`src/rtl/alu_cmd_sequencer.sv`:
```
// alu_cmd_sequencer: valid/ready command front-end for the 8-bit ALU.
// Latches one operation, holds the ALU inputs for a per-op settle interval,
// captures result/carry/zero, and presents them on a valid/ready response port.
module alu_cmd_sequencer #(
    parameter int unsigned WIDTH      = 8,
    parameter int unsigned SETTLE     = 1,
    parameter int unsigned SHIFT_WAIT = 1
) (
    input  logic             clk,
    input  logic             rst_n,
    input  logic             cmd_valid,
    output logic             cmd_ready,
    input  logic [2:0]       cmd_op,
    input  logic [WIDTH-1:0] cmd_a,
    input  logic [WIDTH-1:0] cmd_b,
    input  logic             cmd_shift,
    output logic [2:0]       alu_sel,
    output logic [WIDTH-1:0] alu_a,
    output logic [WIDTH-1:0] alu_b,
    output logic             alu_shift,
    input  logic [WIDTH-1:0] alu_o,
    input  logic             alu_cout,
    output logic             rsp_valid,
    input  logic             rsp_ready,
    output logic [WIDTH-1:0] rsp_data,
    output logic             rsp_cout,
    output logic             rsp_zero,
    output logic [2:0]       rsp_op,
    output logic [15:0]      done_count
);

    typedef enum logic [1:0] {
        ST_IDLE,
        ST_DRIVE,
        ST_RESP
    } state_t;

    localparam logic [2:0] OP_ADD   = 3'b000;
    localparam logic [2:0] OP_SUB   = 3'b001;
    localparam logic [2:0] OP_SHIFT = 3'b011;

    // Settle counter preloads: the capture edge is the one on which the
    // counter reads zero, so a load of N-1 gives exactly N DRIVE cycles.
    localparam logic [3:0] CNT_COMB  = 4'(SETTLE - 1);
    localparam logic [3:0] CNT_SHIFT = 4'(SETTLE + SHIFT_WAIT - 1);

    state_t     state;
    logic [3:0] cnt;

    // Sequencer FSM: accept, settle, capture, respond; all outputs registered.
    always_ff @(posedge clk or negedge rst_n) begin
        if (!rst_n) begin
            state      <= ST_IDLE;
            cnt        <= '0;
            cmd_ready  <= 1'b0;
            alu_sel    <= '0;
            alu_a      <= '0;
            alu_b      <= '0;
            alu_shift  <= 1'b0;
            rsp_valid  <= 1'b0;
            rsp_data   <= '0;
            rsp_cout   <= 1'b0;
            rsp_zero   <= 1'b0;
            rsp_op     <= '0;
            done_count <= '0;
        end else begin
            case (state)
                ST_IDLE: begin
                    if (cmd_valid && cmd_ready) begin
                        alu_sel   <= cmd_op;
                        alu_a     <= cmd_a;
                        alu_b     <= cmd_b;
                        alu_shift <= cmd_shift;
                        cnt       <= (cmd_op == OP_SHIFT) ? CNT_SHIFT : CNT_COMB;
                        cmd_ready <= 1'b0;
                        state     <= ST_DRIVE;
                    end else begin
                        // Also the path that raises cmd_ready on the first edge after reset.
                        cmd_ready <= 1'b1;
                    end
                end

                ST_DRIVE: begin
                    if (cnt == 4'd0) begin
                        rsp_data  <= alu_o;
                        rsp_cout  <= ((alu_sel == OP_ADD) || (alu_sel == OP_SUB)) ? alu_cout : 1'b0;
                        rsp_zero  <= (alu_o == '0);
                        rsp_op    <= alu_sel;
                        rsp_valid <= 1'b1;
                        state     <= ST_RESP;
                    end else begin
                        cnt <= cnt - 4'd1;
                    end
                end

                ST_RESP: begin
                    if (rsp_ready) begin
                        rsp_valid  <= 1'b0;
                        done_count <= done_count + 16'd1;
                        // Ready for the next command in the cycle right after the handshake.
                        cmd_ready  <= 1'b1;
                        state      <= ST_IDLE;
                    end
                end

                default: begin
                    cmd_ready <= 1'b0;
                    rsp_valid <= 1'b0;
                    state     <= ST_IDLE;
                end
            endcase
        end
    end

endmodule

```
`config.mk`:
```
export PLATFORM = sky130hd
export DESIGN_NAME = alu_cmd_sequencer
export DESIGN_NICKNAME = d
export VERILOG_FILES = /design/src/rtl/alu_cmd_sequencer.sv
export SDC_FILE = /design/constraint.sdc
export NUM_CORES = 1
export LEC_CHECK = 0
export CAP_MARGIN = 25
export CORE_ASPECT_RATIO = 0.75
export CORE_UTILIZATION = 30
export DETAILED_ROUTE_END_ITERATION = 8
export PLACE_DENSITY = 0.67
export SYNTH_ARGS = -nofsm -noshare
export SYNTH_HDL_FRONTEND = slang
export SYNTH_SLANG_ARGS = --single-unit
```
`constraint.sdc`:
```
create_clock -name clk -period 3.85 [get_ports clk]
set_clock_uncertainty 0.05 [all_clocks]
set_input_delay 0.77 -clock clk [delete_from_list [all_inputs] [get_ports clk]]
set_output_delay 0.77 -clock clk [all_outputs]
set_load 0.005 [all_outputs]
```
---- Yosys cells after proc, flatten, opt, wreduce, memory -nomap -nowiden ----
Index checks and enable logic that the tools add are counted.
word-level totals
  register bits after elaboration ......... 57
  output and inout port bits .............. 51
  bits of input ports ..................... 33
  word-level logic and storage cells ...... 54
operators by class
  muxes and demuxes ....................... 15
  $add $sub $neg .......................... 2
  reductions and logical operators ........ 14
  bitwise gates (word level) .............. 2
  eq/ne operators ......................... 8
operator list
  kind                                                  count
  adder 16 x 1 -> 16 bit (second input constant)        1
  AND reduction 3 bit                                   3
  zero test 8 bit                                       1
  two-way mux 4 bit                                     2
  != test 2 bit (second input constant)                 4
  one-hot mux 4 bit (2 select lines)                    1
  AND reduction 2 bit                                   4
  two-way mux 1 bit                                     6
  two-way mux 2 bit                                     3
  one-hot mux 1 bit (3 select lines)                    2
  one-hot mux 2 bit (3 select lines)                    1
  zero test 4 bit                                       1
  subtractor 4 x 1 -> 4 bit (second input constant)     1
  equality test 3 x 1 -> 1 bit (second input constant)  1
  equality test 3 x 2 -> 1 bit (second input constant)  1
  zero test 3 bit                                       1
  equality test 2 x 1 -> 1 bit (second input constant)  1
  equality test 2 bit (second input constant)           1
  zero test 2 bit                                       1
  NOT 1 bit                                             2
  nonzero test 2 bit                                    1
  logical AND 1 bit                                     1
  logical OR 1 bit                                      1

---- Longest topological paths before layout ----
Gate-level depths: netlist of the first run.
  word-level depth ........................ 4
  depth in mapped cells ................... 8
  depth with buffers taken out ............ 6

---- Least setup slack after synthesis of the first run ----
OpenSTA, ideal clock, no wires.
  path kind ............................... input to register
  start ................................... in cmd_valid
  end ..................................... reg alu_a[4]
  stages on the path ...................... 4
  path buffers ............................ 2
  arrival time ............................ 1592 ps
  setup slack ............................. 2083 ps
  library setup time ...................... 125 ps
  data required time ...................... 3675 ps
  path through ............................ nor4bb_1 > buf_4 > buf_6 > mux2_2
on the way
  cells in the longest elaborated chain, start to end .. 2
ends and longest elaborated chain
  element                        RTL line  text
  from (decl)                    11        input logic cmd_valid,
  logical AND 1 bit              69        if (cmd_valid && cmd_ready) begin
  AND reduction 2 bit (no line)  n/a
  to (signal assigned)           71        alu_a <= cmd_a;
  to (decl)                      18        output logic [WIDTH-1:0] alu_a,
No other way between the ends.
A chain may end at the register's enable or synchronous reset.

---- Worst setup path after layout of the first run ----
  start ................................... in cmd_valid
  end ..................................... reg alu_b[4]
on the way
  cells in the longest elaborated chain, start to end .. 2
ends and longest elaborated chain
  element                        RTL line  text
  logical AND 1 bit              69
  AND reduction 2 bit (no line)  n/a
  to (signal assigned)           72        alu_b <= cmd_b;
  to (decl)                      19        output logic [WIDTH-1:0] alu_b,
No other way between the ends.

==> results of run 1 <==
cell usage after synthesis, drive strengths merged:
library cell / number
buf: 7
nor4: 3
nand3b: 1
ha: 3
xnor2: 14
nand2b: 3
and4b: 1
nor3: 2
o21bai: 2
mux2: 32
nor4bb: 1
nand3: 4
nor3b: 2
and4: 3
nor2: 8
nor4b: 1
or4: 1
a221oi: 1
a21oi: 3
xor2: 2
or3: 2
nand2: 17
o21ai: 6
dfrtp: 57
inv: 5
nand4: 5
power by group:
group          switching [mW]  total [mW]  internal (mW)  leakage [nW]
Clock                   0.237       0.551          0.314        0.0953
Sequential              0.187        1.02          0.828         0.707
Combinational           0.337        1.03          0.691         0.733
metal layers:
layer,GRT usage,up-vias,wire length [um]
met3,0.0554,6,383
met2,0.201,62,2370
met4,0.0616,0,70
met5,0,-,0
li1,-,830,-
met1,0.172,826,2480
per-stage QoR:
stage	worst slack (ns)	cells	total power, mW
global placement	1.17	369	2.04
floorplan	2.08	186	1.54
finish	1.52	385	2.59
detailed placement	1.14	369	2.06
global route	1.43	385	2.78
CTS	1.52	385	2.64
cells in the final DEF (no fill, tap or decap), types with 3 or more instances in the layout:
cell	synthesis	layout
sky130_fd_sc_hd__mux2_4	4	4
sky130_fd_sc_hd__nand4_1	5	5
sky130_fd_sc_hd__clkbuf_8	0	10
sky130_fd_sc_hd__nor2_1	8	8
sky130_fd_sc_hd__nand3_1	4	4
sky130_fd_sc_hd__xnor2_1	14	14
sky130_fd_sc_hd__nand2_1	17	17
sky130_fd_sc_hd__mux2_2	28	28
sky130_fd_sc_hd__dfrtp_1	57	57
sky130_fd_sc_hd__clkdlybuf4s50_1	0	82
sky130_fd_sc_hd__inv_1	5	5
sky130_fd_sc_hd__and4_1	3	3
sky130_fd_sc_hd__ha_1	3	3
sky130_fd_sc_hd__o21ai_0	6	6
sky130_fd_sc_hd__a21oi_1	3	3
final cells by class:
cell class,count,area (um2)
multi-input combinational,117,996
timing repair buffer,85,841
clock inverter,5,55.1
sequential,57,1430
clock buffer,11,141
fill,768,4380
inverter,5,18.8
tap,105,131
worst min path at each step:
stage	startpoint	end	cells past startpoint
5_1_grt	done_count[15]	done_count[15]	1
3_5_place_dp	rsp_cout	rsp_cout	2
3_3_place_gp	done_count[15]	done_count[15]	1
2_1_floorplan	rst_n	alu_a[0]	0
4_1_cts	done_count[15]	done_count[15]	1
6_report	done_count[15]	done_count[15]	1
kinds of logic (layout without fill, tap and decap cells):
| kind of cell | Yosys count | count (layout) |
|---|---|---|
| adders and majority gates | 3 | 3 |
| muxes | 32 | 32 |
| xor gates and xnor gates | 16 | 16 |
| and+or+nand+nor | 54 | 54 |
| DFF | 57 | 57 |
| AOI/OAI and AO/OA | 12 | 12 |
| buffers and inverters | 12 | 106 |
sequential cells by signal, indices dropped and copies added, names as in the netlist:
register and count:
done_count 16, alu_a 8, alu_b 8, rsp_data 8, cnt 4, alu_sel 3, rsp_op 3, state 2
alu_shift 1, cmd_ready 1, rsp_cout 1, rsp_valid 1, rsp_zero 1
critical path: cells and delay by family:
kind	cells	cell delay (ns)
buffers and inverters	2	0.83
muxes	1	0.36
and+or+nand+nor	1	0.54
==> parameters.txt, run 1 <==
Parameter                              Value

Global route
  GRT Overall Usage    0.135
  First-pass GRT wire length    8.90 mm
  Initial antenna violation count    0
  Largest net degree at the start of global routing    31
  Global route total overflow    0
  Via count of the first global-routing pass    1823

Logic synthesis
  Portion of synthesized cell area occupied by the leading cell type    0.572
  Complex-gate fraction of the synthesized area    0.0321
  Dominant combinational cell family by area after synthesis    multiplexers
  Cells after synthesis    186
  Synthesized area    0.00249 mm2
  Warnings, synthesis    0
  Count of cell types in the netlist    35
  Largest area contributor in the netlist    sky130_fd_sc_hd__dfrtp_1
  Post-Syn Area per Cell    13.4 um2
  Biggest area contributors in the synthesized netlist    sky130_fd_sc_hd__dfrtp_1 57%, sky130_fd_sc_hd__mux2_2 13%, sky130_fd_sc_hd__xnor2_1 4.9%, sky130_fd_sc_hd__nand2_1 2.6%, sky130_fd_sc_hd__mux2_4 2.4%
  Simple logic cell fraction of the synthesized area    0.139
  Synthesized netlist net count    222
  Synth Area in Adders    0.0150
  Multiplexer area fraction after synthesis    0.150
  Number of register bits inferred by synthesis    57
  Sequential share of the synthesized area    0.572
  XOR/XNOR share of the synthesized area    0.0562

Critical path
  Last element of the critical path    alu_b[4]
  Critical R2R Launch    cnt[0]
  Endpoint type of the worst setup path    register
  Critical path start-end classification    input pin to register
  Critical path startpoint category    input pin
  Worst-path fanout max    16
  Worst setup slack for register-to-register paths    1.70 ns
  Critical path data required time    4.02 ns
  Capturing point of the worst reg2reg path    rsp_data[7]
  Worst reg2reg path depth    5
  Arrival time of data at the critical path endpoint    2.50 ns
  Worst-path cell chain    clkdlybuf4s50_1, nor4bb_4, buf_4, mux2_2
  Slowest Stage Delay on Critical Path    0.54 ns
  Critical path's slowest cell    sky130_fd_sc_hd__nor4bb_4
  Critical path origin    cmd_valid

Floorplanning
  Core box area    0.00799 mm2
  Floorplan die area    0.00869 mm2
  Std cell rows    28
  Die span in x    107 um
  Height of the chip    81.0 um
  Top-Level Pins    84
  Initial core utilization    0.312

CTS
  Cts-stage hold buffer count    0
  Total of cells resized after clock tree synthesis    0
  Clock-pin slew on the worst setup and hold paths    0.06 ns
  Clock buffer count from CTS    9
  Maximum level of the CTS H-tree    3
  CTS tree    yes
  Count of clock tree sinks    57
  Clock buffer depth    2
  Library cell used as clock root buffer    sky130_fd_sc_hd__clkbuf_8
  Post-CTS Setup Inserts    0
  Worst-skew pair later-pin latency    0.33 ns

Run
  Max capacitance violation total    0

Power
  IR Drop Worst-Case VDD    0.000367 V
  Static leakage    1.54 nW
  Cell area power density    719 mW/mm2

Min path
  Min-delay worst type    register to register

Timing
  Unrepaired setup endpoints after global routing    false
  Measured slew at the worst slew-check pin    0.837 ns
  Final worst path period need    2.33 ns
  Total setup violations reported at the end of the flow    0
  Period utilization    0.606
  Final-report hold violation count    0
  Maximum clock frequency    429 MHz
  Worst slew margin relative to its limit    0.442
  Setup TNS    0 ns
  Max-slew violation count    0
  WHS    0.422 ns

Drt
  DR WL/cell    13.8 um
  Via count    1724
  Number of vias per cell after detailed routing    4.48
  Routed WL    5.30 mm
  Number of remaining DRC errors    0
  1st-pass router iterations    4
  Number of DRC violations after detailed-routing iteration 0    89
  Antenna Violating Nets Remaining    0

Place
  Routability congestion estimate    0.739
  Cell Area, Placed    0.00341 mm2
  Number of buffer cells added on primary ports    83
  Detail Placement HPWL    3.73 mm

Status
  Status    completed

Layout
  Share of post-route cells with drive strength above 1    0.204
  Fin util    0.452
  Layout area overhead    44.7%
  Layout net count    311
  Antenna diode count    0
  Post-Layout Inst Area    0.00361 mm2
No activity file was read; power rests on OpenSTA's default activity.
==> run 2, diff against run 1 <==
--- a/config.mk
+++ b/config.mk
@@ -9,7 +9,7 @@
 export CORE_ASPECT_RATIO = 0.75
 export CORE_UTILIZATION = 30
 export DETAILED_ROUTE_END_ITERATION = 8
-export PLACE_DENSITY = 0.67
+export PLACE_DENSITY = 0.69
 export SYNTH_ARGS = -nofsm -noshare
 export SYNTH_HDL_FRONTEND = slang
 export SYNTH_SLANG_ARGS = --single-unit
==> constraint.sdc (replaced) <==
create_clock -name clk -period 2 [get_ports clk]
set_clock_uncertainty 0.05 [all_clocks]
set_input_delay 0.4 -clock clk [delete_from_list [all_inputs] [get_ports clk]]
set_output_delay 0.4 -clock clk [all_outputs]
set_load 0.005 [all_outputs]
==> run 2 against run 1 <==
Against the previous run: sequential cell count unchanged; critical endpoint is now done_count[0]; sequential share of layout area is 0.90 points lower; largest cell class unchanged; total power rose by 98%; die area did not move; register-to-register slack got worse by 1.5 ns; routed wire length down 0.15%; hold slack improved by 0.0033 ns.
==> parameters.txt, run 2 (synthesis results as in run 1) <==
Parameter                              Value

Status
  Status    completed

Critical path
  Critical path startpoint category    register
  Worst setup slack for register-to-register paths    0.23 ns
  Critical R2R Launch    cnt[0]
  Cell family with the largest share of critical-path delay    buffers and inverters
  Last element of the critical path    done_count[0]
  Worst reg2reg path depth    6
  Arrival time of data at the critical path endpoint    1.33 ns
  CP Depth    1
  Critical path start-end classification    register to primary output
  Critical path data required time    1.55 ns
  Worst-path cell chain    clkdlybuf4s50_1
  CP bufs+invs    1
  Slowest Stage Delay on Critical Path    0.55 ns
  Endpoint type of the worst setup path    primary output
  Capturing point of the worst reg2reg path    rsp_data[7]
  Critical path origin    done_count[0]
  Worst-path fanout max    6
  Critical path's slowest cell    sky130_fd_sc_hd__clkdlybuf4s50_1

Min path
  Min-delay worst type    register to register

Timing
  Unrepaired setup endpoints after global routing    false
  Max-slew violation count    0
  Final-report hold violation count    0
  Setup TNS    0 ns
  Total setup violations reported at the end of the flow    0
  Final worst-path setup slack    0.222 ns
  Worst slew margin relative to its limit    0.722
  Final worst path period need    1.78 ns
  Period utilization    0.889
  Maximum clock frequency    563 MHz
  Measured slew at the worst slew-check pin    0.417 ns

Power
  Static leakage    1.59 nW
  IR Drop Worst-Case VDD    0.000644 V
  Post-layout power    5.14 mW
  Cell area power density    1390 mW/mm2

CTS
  Worst-skew pair later-pin latency    0.33 ns
  Clock-pin slew on the worst setup and hold paths    0.06 ns
  Library cell used as clock root buffer    sky130_fd_sc_hd__clkbuf_8
  Clock buffer depth    2
  Post-CTS Setup Inserts    0
  CTS tree    yes
  Clock buffer count from CTS    9
  Count of clock tree sinks    57
  Maximum level of the CTS H-tree    3

Layout
  Antenna diode count    0
  Layout net count    320
  Flip-flop count of the largest register after layout    16
  Most frequent cells in the layout    82 x sky130_fd_sc_hd__clkdlybuf4s50_1, 57 x sky130_fd_sc_hd__dfrtp_1, 28 x sky130_fd_sc_hd__mux2_2, 17 x sky130_fd_sc_hd__nand2_1, 14 x sky130_fd_sc_hd__xnor2_1
  Number of non-filler instances in the completed layout    394
  Reg with most FFs    done_count
  Fin util    0.462
  Most common cell after layout, fill and taps aside    sky130_fd_sc_hd__clkdlybuf4s50_1
  Number of fillers in the final layout    772
  Layout area overhead    48.0%
  Share of post-route cells with drive strength above 1    0.225

Floorplanning
  Std cell rows    28
  Die span in x    107 um
  Core box area    0.00799 mm2
  Height of the chip    81.0 um
  Initial core utilization    0.312
  Top-Level Pins    84
  Floorplan die area    0.00869 mm2

Place
  Post-place setup slack    0.0308 ns
  Number of buffer cells added on primary ports    83
  Routability congestion estimate    0.735
  Count of placed standard cells including taps    377
  Detail Placement HPWL    3.88 mm

Global route
  First-pass GRT wire length    8.82 mm
  Via count of the first global-routing pass    1864
  Global route total overflow    0
  Largest net degree at the start of global routing    34
  Initial antenna violation count    0
  GRT Overall Usage    0.136

Run
  Max capacitance violation total    0

Drt
  Antenna Violating Nets Remaining    0
  Number of remaining DRC errors    0
  Number of DRC violations after detailed-routing iteration 0    45
  1st-pass router iterations    4
  DR WL/cell    13.4 um
  Number of vias per cell after detailed routing    4.51
  Via count    1776
  Routed WL    5.29 mm
run 2: changes by cell type in the layout (fill, tap and decap cells not counted), sizes merged:
cell / delta
clkbuf: -1
clkinv: +1
dlygate4sd3: +1
buf: +8
clkinvlp: -1
bufinv: +1
run 2: cell type report:
class / count / area (um2) / share of cell area
clock buffers: 10 / 128 / 0.0346
inverters: 5 / 18.8 / 0.00508
flip-flops and latches: 57 / 1430 / 0.386
clock inverters: 6 / 82.6 / 0.0224
well taps: 105 / 131 / 0.0356
multi-input cells: 117 / 996 / 0.270
repair buffers: 94 / 911 / 0.247
run 2: per-layer routing:
metal	GRT usage	vias up	part of all wire
met3	0.0658	6	0.076
met5	0	-	0
met4	0.0575	0	0.0083
met2	0.206	61	0.44
met1	0.164	860	0.47
li1	-	849	-
run 2: what timing repair did:
action / in CTS / in global routing
endpoints found under the hold margin: 20 / 0
hold buffers: 1 / 0
resized for setup: 0 / 0
run 2: how the worst min path moves through the flow:
stage                    from              to  slack, ns  depth (start not counted)
6_report       done_count[15]  done_count[15]       0.43                          1
5_1_grt        done_count[15]  done_count[15]       0.43                          1
4_1_cts        done_count[15]  done_count[15]       0.43                          1
3_5_place_dp            rst_n     rsp_data[4]       0.37                          2
3_3_place_gp            rst_n     rsp_data[4]       0.36                          2
2_1_floorplan           rst_n        alu_a[0]       0.05                          0
run 2: where the power goes:
group	internal, mW	switching, mW	total (mW)
registers	1.60	0.334	1.93
clock network	0.695	0.456	1.15
logic	1.38	0.676	2.05
total	3.67	1.47	5.14
run 2: per-stage QoR:
step	hold WS [ns]	instance area [um2]
6_report	0.425	3690
4_1_cts	0.428	3690
5_1_grt	0.431	3690
3_3_place_gp	0.364	3470
2_1_floorplan	0.0544	2490
3_5_place_dp	0.368	3470
==> run 3, diff against run 2 <==
--- a/config.mk
+++ b/config.mk
@@ -9,7 +9,9 @@
 export CORE_ASPECT_RATIO = 0.75
 export CORE_UTILIZATION = 30
 export DETAILED_ROUTE_END_ITERATION = 8
+export GPL_TIMING_DRIVEN = 0
 export PLACE_DENSITY = 0.69
 export SYNTH_ARGS = -nofsm -noshare
 export SYNTH_HDL_FRONTEND = slang
 export SYNTH_SLANG_ARGS = --single-unit
+export TNS_END_PERCENT = 10
==> run 3 against run 2 <==
Against the previous run: count of clock-buffer cells in the layout up 1; critical path depth up 6; global-route usage down 0.11 points; clock power up 6%; combinational power up 3%; first-iteration DRC count down 22%; sequential cell count unchanged; total power up 1.6%; design area up 0.20%; via count down 1.1%; core utilization up 0.094 points; hold slack worse by 0.38 ns; critical endpoint is now rsp_data[7]; largest power group unchanged.
==> parameters.txt, run 3 (synthesis results as in run 1) <==
Parameter                              Value

Power
  Internal Power    3.75 mW
  Net switching power figure    1.46 mW
  Proportion of power drawn by combinational gates    0.405
  Part of the power in the clock network    0.234
  Seq pwr share    0.362
  Static leakage    1.59 nW
  IR Drop Worst-Case VDD    0.000786 V
  Sw Share    0.281
  Post-layout power    5.22 mW
  Cell area power density    1410 mW/mm2

Critical path
  Last element of the critical path    rsp_data[7]
  Critical path startpoint category    register
  Critical path start-end classification    register to register
  Arrival time of data at the critical path endpoint    2.04 ns
  Worst reg2reg path depth    7
  Critical path origin    cnt[0]
  Worst-path fanout max    10
  Worst setup slack for register-to-register paths    0.12 ns
  Critical path data required time    2.16 ns
  Capturing point of the worst reg2reg path    rsp_data[7]
  Critical R2R Launch    cnt[0]
  Endpoint type of the worst setup path    register

Floorplanning
  Floorplan die area    0.00869 mm2
  Core box area    0.00799 mm2
  Top-Level Pins    84
  Initial core utilization    0.312
  Std cell rows    28
  Height of the chip    81.0 um
  Die span in x    107 um

Timing
  Final worst-path setup slack    0.121 ns
  Worst slew margin relative to its limit    0.562
  Unrepaired setup endpoints after global routing    false
  Period utilization    0.939
  WHS    0.0406 ns
  Setup TNS    0 ns
  Final-report hold violation count    0
  Total setup violations reported at the end of the flow    0
  Max-slew violation count    0
  Final worst path period need    1.88 ns
  Measured slew at the worst slew-check pin    0.657 ns
  Maximum clock frequency    532 MHz

Place
  Number of buffer cells added on primary ports    83
  Post-place setup slack    0.0105 ns
  Cell Area, Placed    0.00347 mm2
  Detail Placement HPWL    3.82 mm
  Routability congestion estimate    0.731

Layout
  Antenna diode count    0
  Share of post-route cells with drive strength above 1    0.220
  Most frequent cells in the layout    82 x sky130_fd_sc_hd__clkdlybuf4s50_1, 57 x sky130_fd_sc_hd__dfrtp_1, 28 x sky130_fd_sc_hd__mux2_2, 17 x sky130_fd_sc_hd__nand2_1, 14 x sky130_fd_sc_hd__xnor2_1
  Most common cell after layout, fill and taps aside    sky130_fd_sc_hd__clkdlybuf4s50_1
  Reg with most FFs    done_count
  Layout net count    317
  Number of fillers in the final layout    763
  Post-Layout Inst Area    0.00370 mm2
  Flip-flop count of the largest register after layout    16
  Layout area overhead    48.3%

Drt
  Routed WL    5.23 mm
  Antenna Violating Nets Remaining    0
  Number of DRC violations after detailed-routing iteration 0    35
  Via count    1757
  DR WL/cell    13.4 um
  1st-pass router iterations    4
  Number of vias per cell after detailed routing    4.49
  Number of remaining DRC errors    0

Status
  Status    completed

Global route
  GRT Overall Usage    0.134
  First-pass GRT wire length    8.78 mm
  Via count of the first global-routing pass    1909
  Global route total overflow    0
  Largest net degree at the start of global routing    31
  Initial antenna violation count    0

CTS
  Clock-pin slew on the worst setup and hold paths    0.07 ns
  Count of clock tree sinks    57
  Maximum level of the CTS H-tree    3
  Library cell used as clock root buffer    sky130_fd_sc_hd__clkbuf_8
  Clock buffer depth    2
  Total of cells resized after clock tree synthesis    0
  Worst-skew pair later-pin latency    0.34 ns
  Post-CTS Setup Inserts    0
  Cts-stage hold buffer count    0
  Clock buffer count from CTS    9
  CTS tree    yes

Run
  Max capacitance violation total    0

Min path
  Min-delay worst type    input pin to async pin
run 3: final cells by class:
class / count / area [um2] / area share
Buffer: 7 / 68.8 / 0.0186
Clock buffer: 11 / 151 / 0.0409
Clock inverter: 5 / 77.6 / 0.0210
Inverter: 5 / 18.8 / 0.00507
Multi-Input combinational cell: 117 / 981 / 0.265
Sequential cell: 57 / 1430 / 0.385
Tap cell: 105 / 131 / 0.0355
Timing Repair Buffer: 84 / 846 / 0.229
run 3: critical path: stages, from the launching register on:
cell and delay [ns]:
sky130_fd_sc_hd__dfrtp_1 0.41, sky130_fd_sc_hd__inv_1 0.11, sky130_fd_sc_hd__ha_1 0.15, sky130_fd_sc_hd__nor3b_4 0.33
sky130_fd_sc_hd__nand2b_1 0.12, sky130_fd_sc_hd__buf_6 0.16, sky130_fd_sc_hd__buf_8 0.14, sky130_fd_sc_hd__mux2_4 0.29
run 3: power groups by stage:
stage          combinational, mW  clock [mW]  sequential [mW]
5_1_grt                     2.31        1.31             1.96
6_report                    2.11        1.22             1.89
3_3_place_gp                2.10           0             1.88
3_5_place_dp                2.15           0             1.90
4_1_cts                     2.16        1.26             1.90
2_1_floorplan               1.07           0             1.90
run 3: worst min-delay path by stage:
stage                               from              to  slack (ns)  cells past startpoint
after floorplan                    rst_n        alu_a[0]        0.05                      0
after global placement    done_count[15]  done_count[15]        0.41                      1
after detailed placement  done_count[15]  done_count[15]        0.41                      1
after CTS                          rst_n  done_count[13]        0.05                      1
after global routing               rst_n   done_count[4]        0.08                      1
final                              rst_n  done_count[13]        0.04                      1
run 3: layer usage:
metal	track usage	vias up	wire, um
met5	0	-	0
met4	0.0534	0	73
met3	0.0634	9	498
met2	0.219	65	2440
met1	0.155	844	2210
li1	-	839	-
run 3: per-stage QoR:
step,utilization,instances
final,0.463,391
after global routing,0.463,391
after CTS,0.463,391
after detailed placement,0.435,375
after global placement,0.433,374
after floorplan,-,186
==> patch (flow settings as in run 2) <==
Change the parameter `WIDTH` from 8 to 10.
--- a/src/rtl/alu_cmd_sequencer.sv
+++ b/src/rtl/alu_cmd_sequencer.sv
@@ -2,7 +2,7 @@
 // Latches one operation, holds the ALU inputs for a per-op settle interval,
 // captures result/carry/zero, and presents them on a valid/ready response port.
 module alu_cmd_sequencer #(
-    parameter int unsigned WIDTH      = 8,
+    parameter int unsigned WIDTH      = 10,
     parameter int unsigned SETTLE     = 1,
     parameter int unsigned SHIFT_WAIT = 1
 ) (
Ports: changed (6 resized); port bits go from 84 to 96. No check against the original RTL was run, so the function may have changed too.
==> patch against run 2 <==
Worst setup slack lost 4.2 ps; synthesized cell count is 4.8% higher; global-route usage fell by 0.086 points; first-iteration DRC count fell by 27%; wire length rose by 4.8%; area after synthesis grew 5.4%; final area is 9.3% higher; sequential cell count grew 6; power up 12%.
==> patch: results (changes against run 2) <==
=========================================================================
Root Driver                                                     clkbuf_16
Most numerous cell types in the synthesized netlist          63 x dfrtp_1, 38 x mux2_2, 13 x nand2_1
First-pass GRT wire length                                        9287 um   +5.3%
Diode count                                                             0   unchanged
Worst setup slack before clock tree synthesis                    80.85 ps   +50.00 ps
Status                                                       complete, no violations
First-pass iteration count of the detailed router                       4   unchanged
Via count                                                            1861   +4.8%
Static Leak                                                      1.711 nW   +7.6%
Maximum clock insertion buffer count                                    2   unchanged
Violation count after the first detailed-routing iteration             33   -27%
Worst slew slack as a fraction of its limit                        76.14%   +3.9 points
Post-synth top area cell                                          dfrtp_1
Number of flip-flops under the largest register name                   16   unchanged
PostCTS Resize Cnt                                                      0   unchanged
Fraction of the yosys area taken by sequential cells               59.97%   +2.8 points
Num CTS Buffers                                                         9   unchanged
Total of buffers placed on input and output ports                      95   +14%
Wirelength, routed                                                5548 um   +4.8%
Number of nets produced by synthesis                                  237   +6.8%
Slowest stage delay, CP                                            400 ps   -150 ps
Net total in the final layout                                         345   +7.8%
Class of the worst hold path                                  in -> async
Ranking of synthesized cells by area                         dfrtp_1 60%, mux2_2 16%, xnor2_1 3.3%
Net Switching                                                    1.606 mW   +9.6%
Post-detailed-placement half-perimeter wirelength                 3913 um   +0.94%
Via count of the first global-routing pass                           1927   +3.4%
Largest net degree at the start of global routing                      64   +88%
Slowest stage cell on the critical path                           dfrtp_1
Proportion of layout cells with a drive suffix above 1             22.40%   -0.089 points
Routability congestion estimate                                    0.7080   -3.7%
# Post-CTS Setup Buffers                                                0   unchanged
Biggest register                                               done_count
Endpoint arrival time on the critical path                        1940 ps   +610 ps
CP max FO                                                               4   -2
Filler cell count in the final layout                                 789   +2.2%
Worst VDD drop                                                0.0006454 V   +0.16%
Overall global routing resource usage                              13.47%   -0.086 points
=========================================================================
[patch: worst max-delay path: cells and delay by family (launching register included)]
kind          cells  cell delay (ps)
simple gates      3              680
flops             1              400
mux               1              280
buf+inv           1               90
fa+ha+maj         1              160
[patch: worst paths after layout]
path / start / end / slack [ps] / depth (start not counted)
hold / removal: rst_n / alu_a[0] / 40 / 2
setup reg to reg: cnt[0] / cnt[0] / 220 / 6
setup / recovery: cnt[0] / cnt[0] / 220 / 6
min in group clk: done_count[15] / done_count[15] / 420 / 1
hold reg to reg: done_count[15] / done_count[15] / 420 / 1
max in group asynchronous: rst_n / alu_b[5] / 1580 / 2
[patch: routing by layer]
| metal | vias to the layer above | global-route usage (%) | wire [um] | share of wire (%) |
|---|---|---|---|---|
| met4 | 0 | 6.100 | 92 | 1.7 |
| met1 | 894 | 16.09 | 2512 | 45 |
| met3 | 7 | 6.750 | 548 | 9.9 |
| met5 | - | 0 | 0 | 0 |
| li1 | 890 | - | - | - |
| met2 | 70 | 20.17 | 2395 | 43 |
[patch: area by class of cell]
class,instances,area (um2),area share (%)
Clock inverter,5,33.78,0.8367
Tap cell,108,135.1,3.347
Multi-Input combinational cell,122,994.7,24.64
Clock buffer,11,242.7,6.012
Inverter,5,18.77,0.4648
Sequential cell,63,1577,39.05
Timing Repair Buffer,102,1036,25.66
[patch: power by group through the flow]
stage          logic [mW]  clock network [mW]  registers (mW)
4_1_cts              2.25                1.47            2.15
3_3_place_gp         2.20                   0            2.14
3_5_place_dp         2.24                   0            2.16
2_1_floorplan        1.02                   0            2.12
5_1_grt              2.43                1.52            2.22
6_report             2.20                1.42            2.14
[patch: cell families (layout without fill, tap and decap cells)]
group | Yosys count | after routing | synth area share [%]
XOR/XNOR | 17 | 17 | 5.664
AND/OR/NAND/NOR | 55 | 55 | 12.28
buffers and inverters | 10 | 123 | 2.189
AO/OA/AOI/OAI | 8 | 8 | 1.761
adder cells (fa/ha/maj) | 3 | 3 | 1.428
multiplexers | 39 | 39 | 16.71
flip-flops | 63 | 63 | 59.97
[patch: per-stage QoR]
stage / instance area (um2) / instances
3_3_place_gp: 3761 / 400
4_1_cts: 4038 / 416
3_5_place_dp: 3761 / 400
2_1_floorplan: 2629 / 195
5_1_grt: 4038 / 416
6_report: 4038 / 416
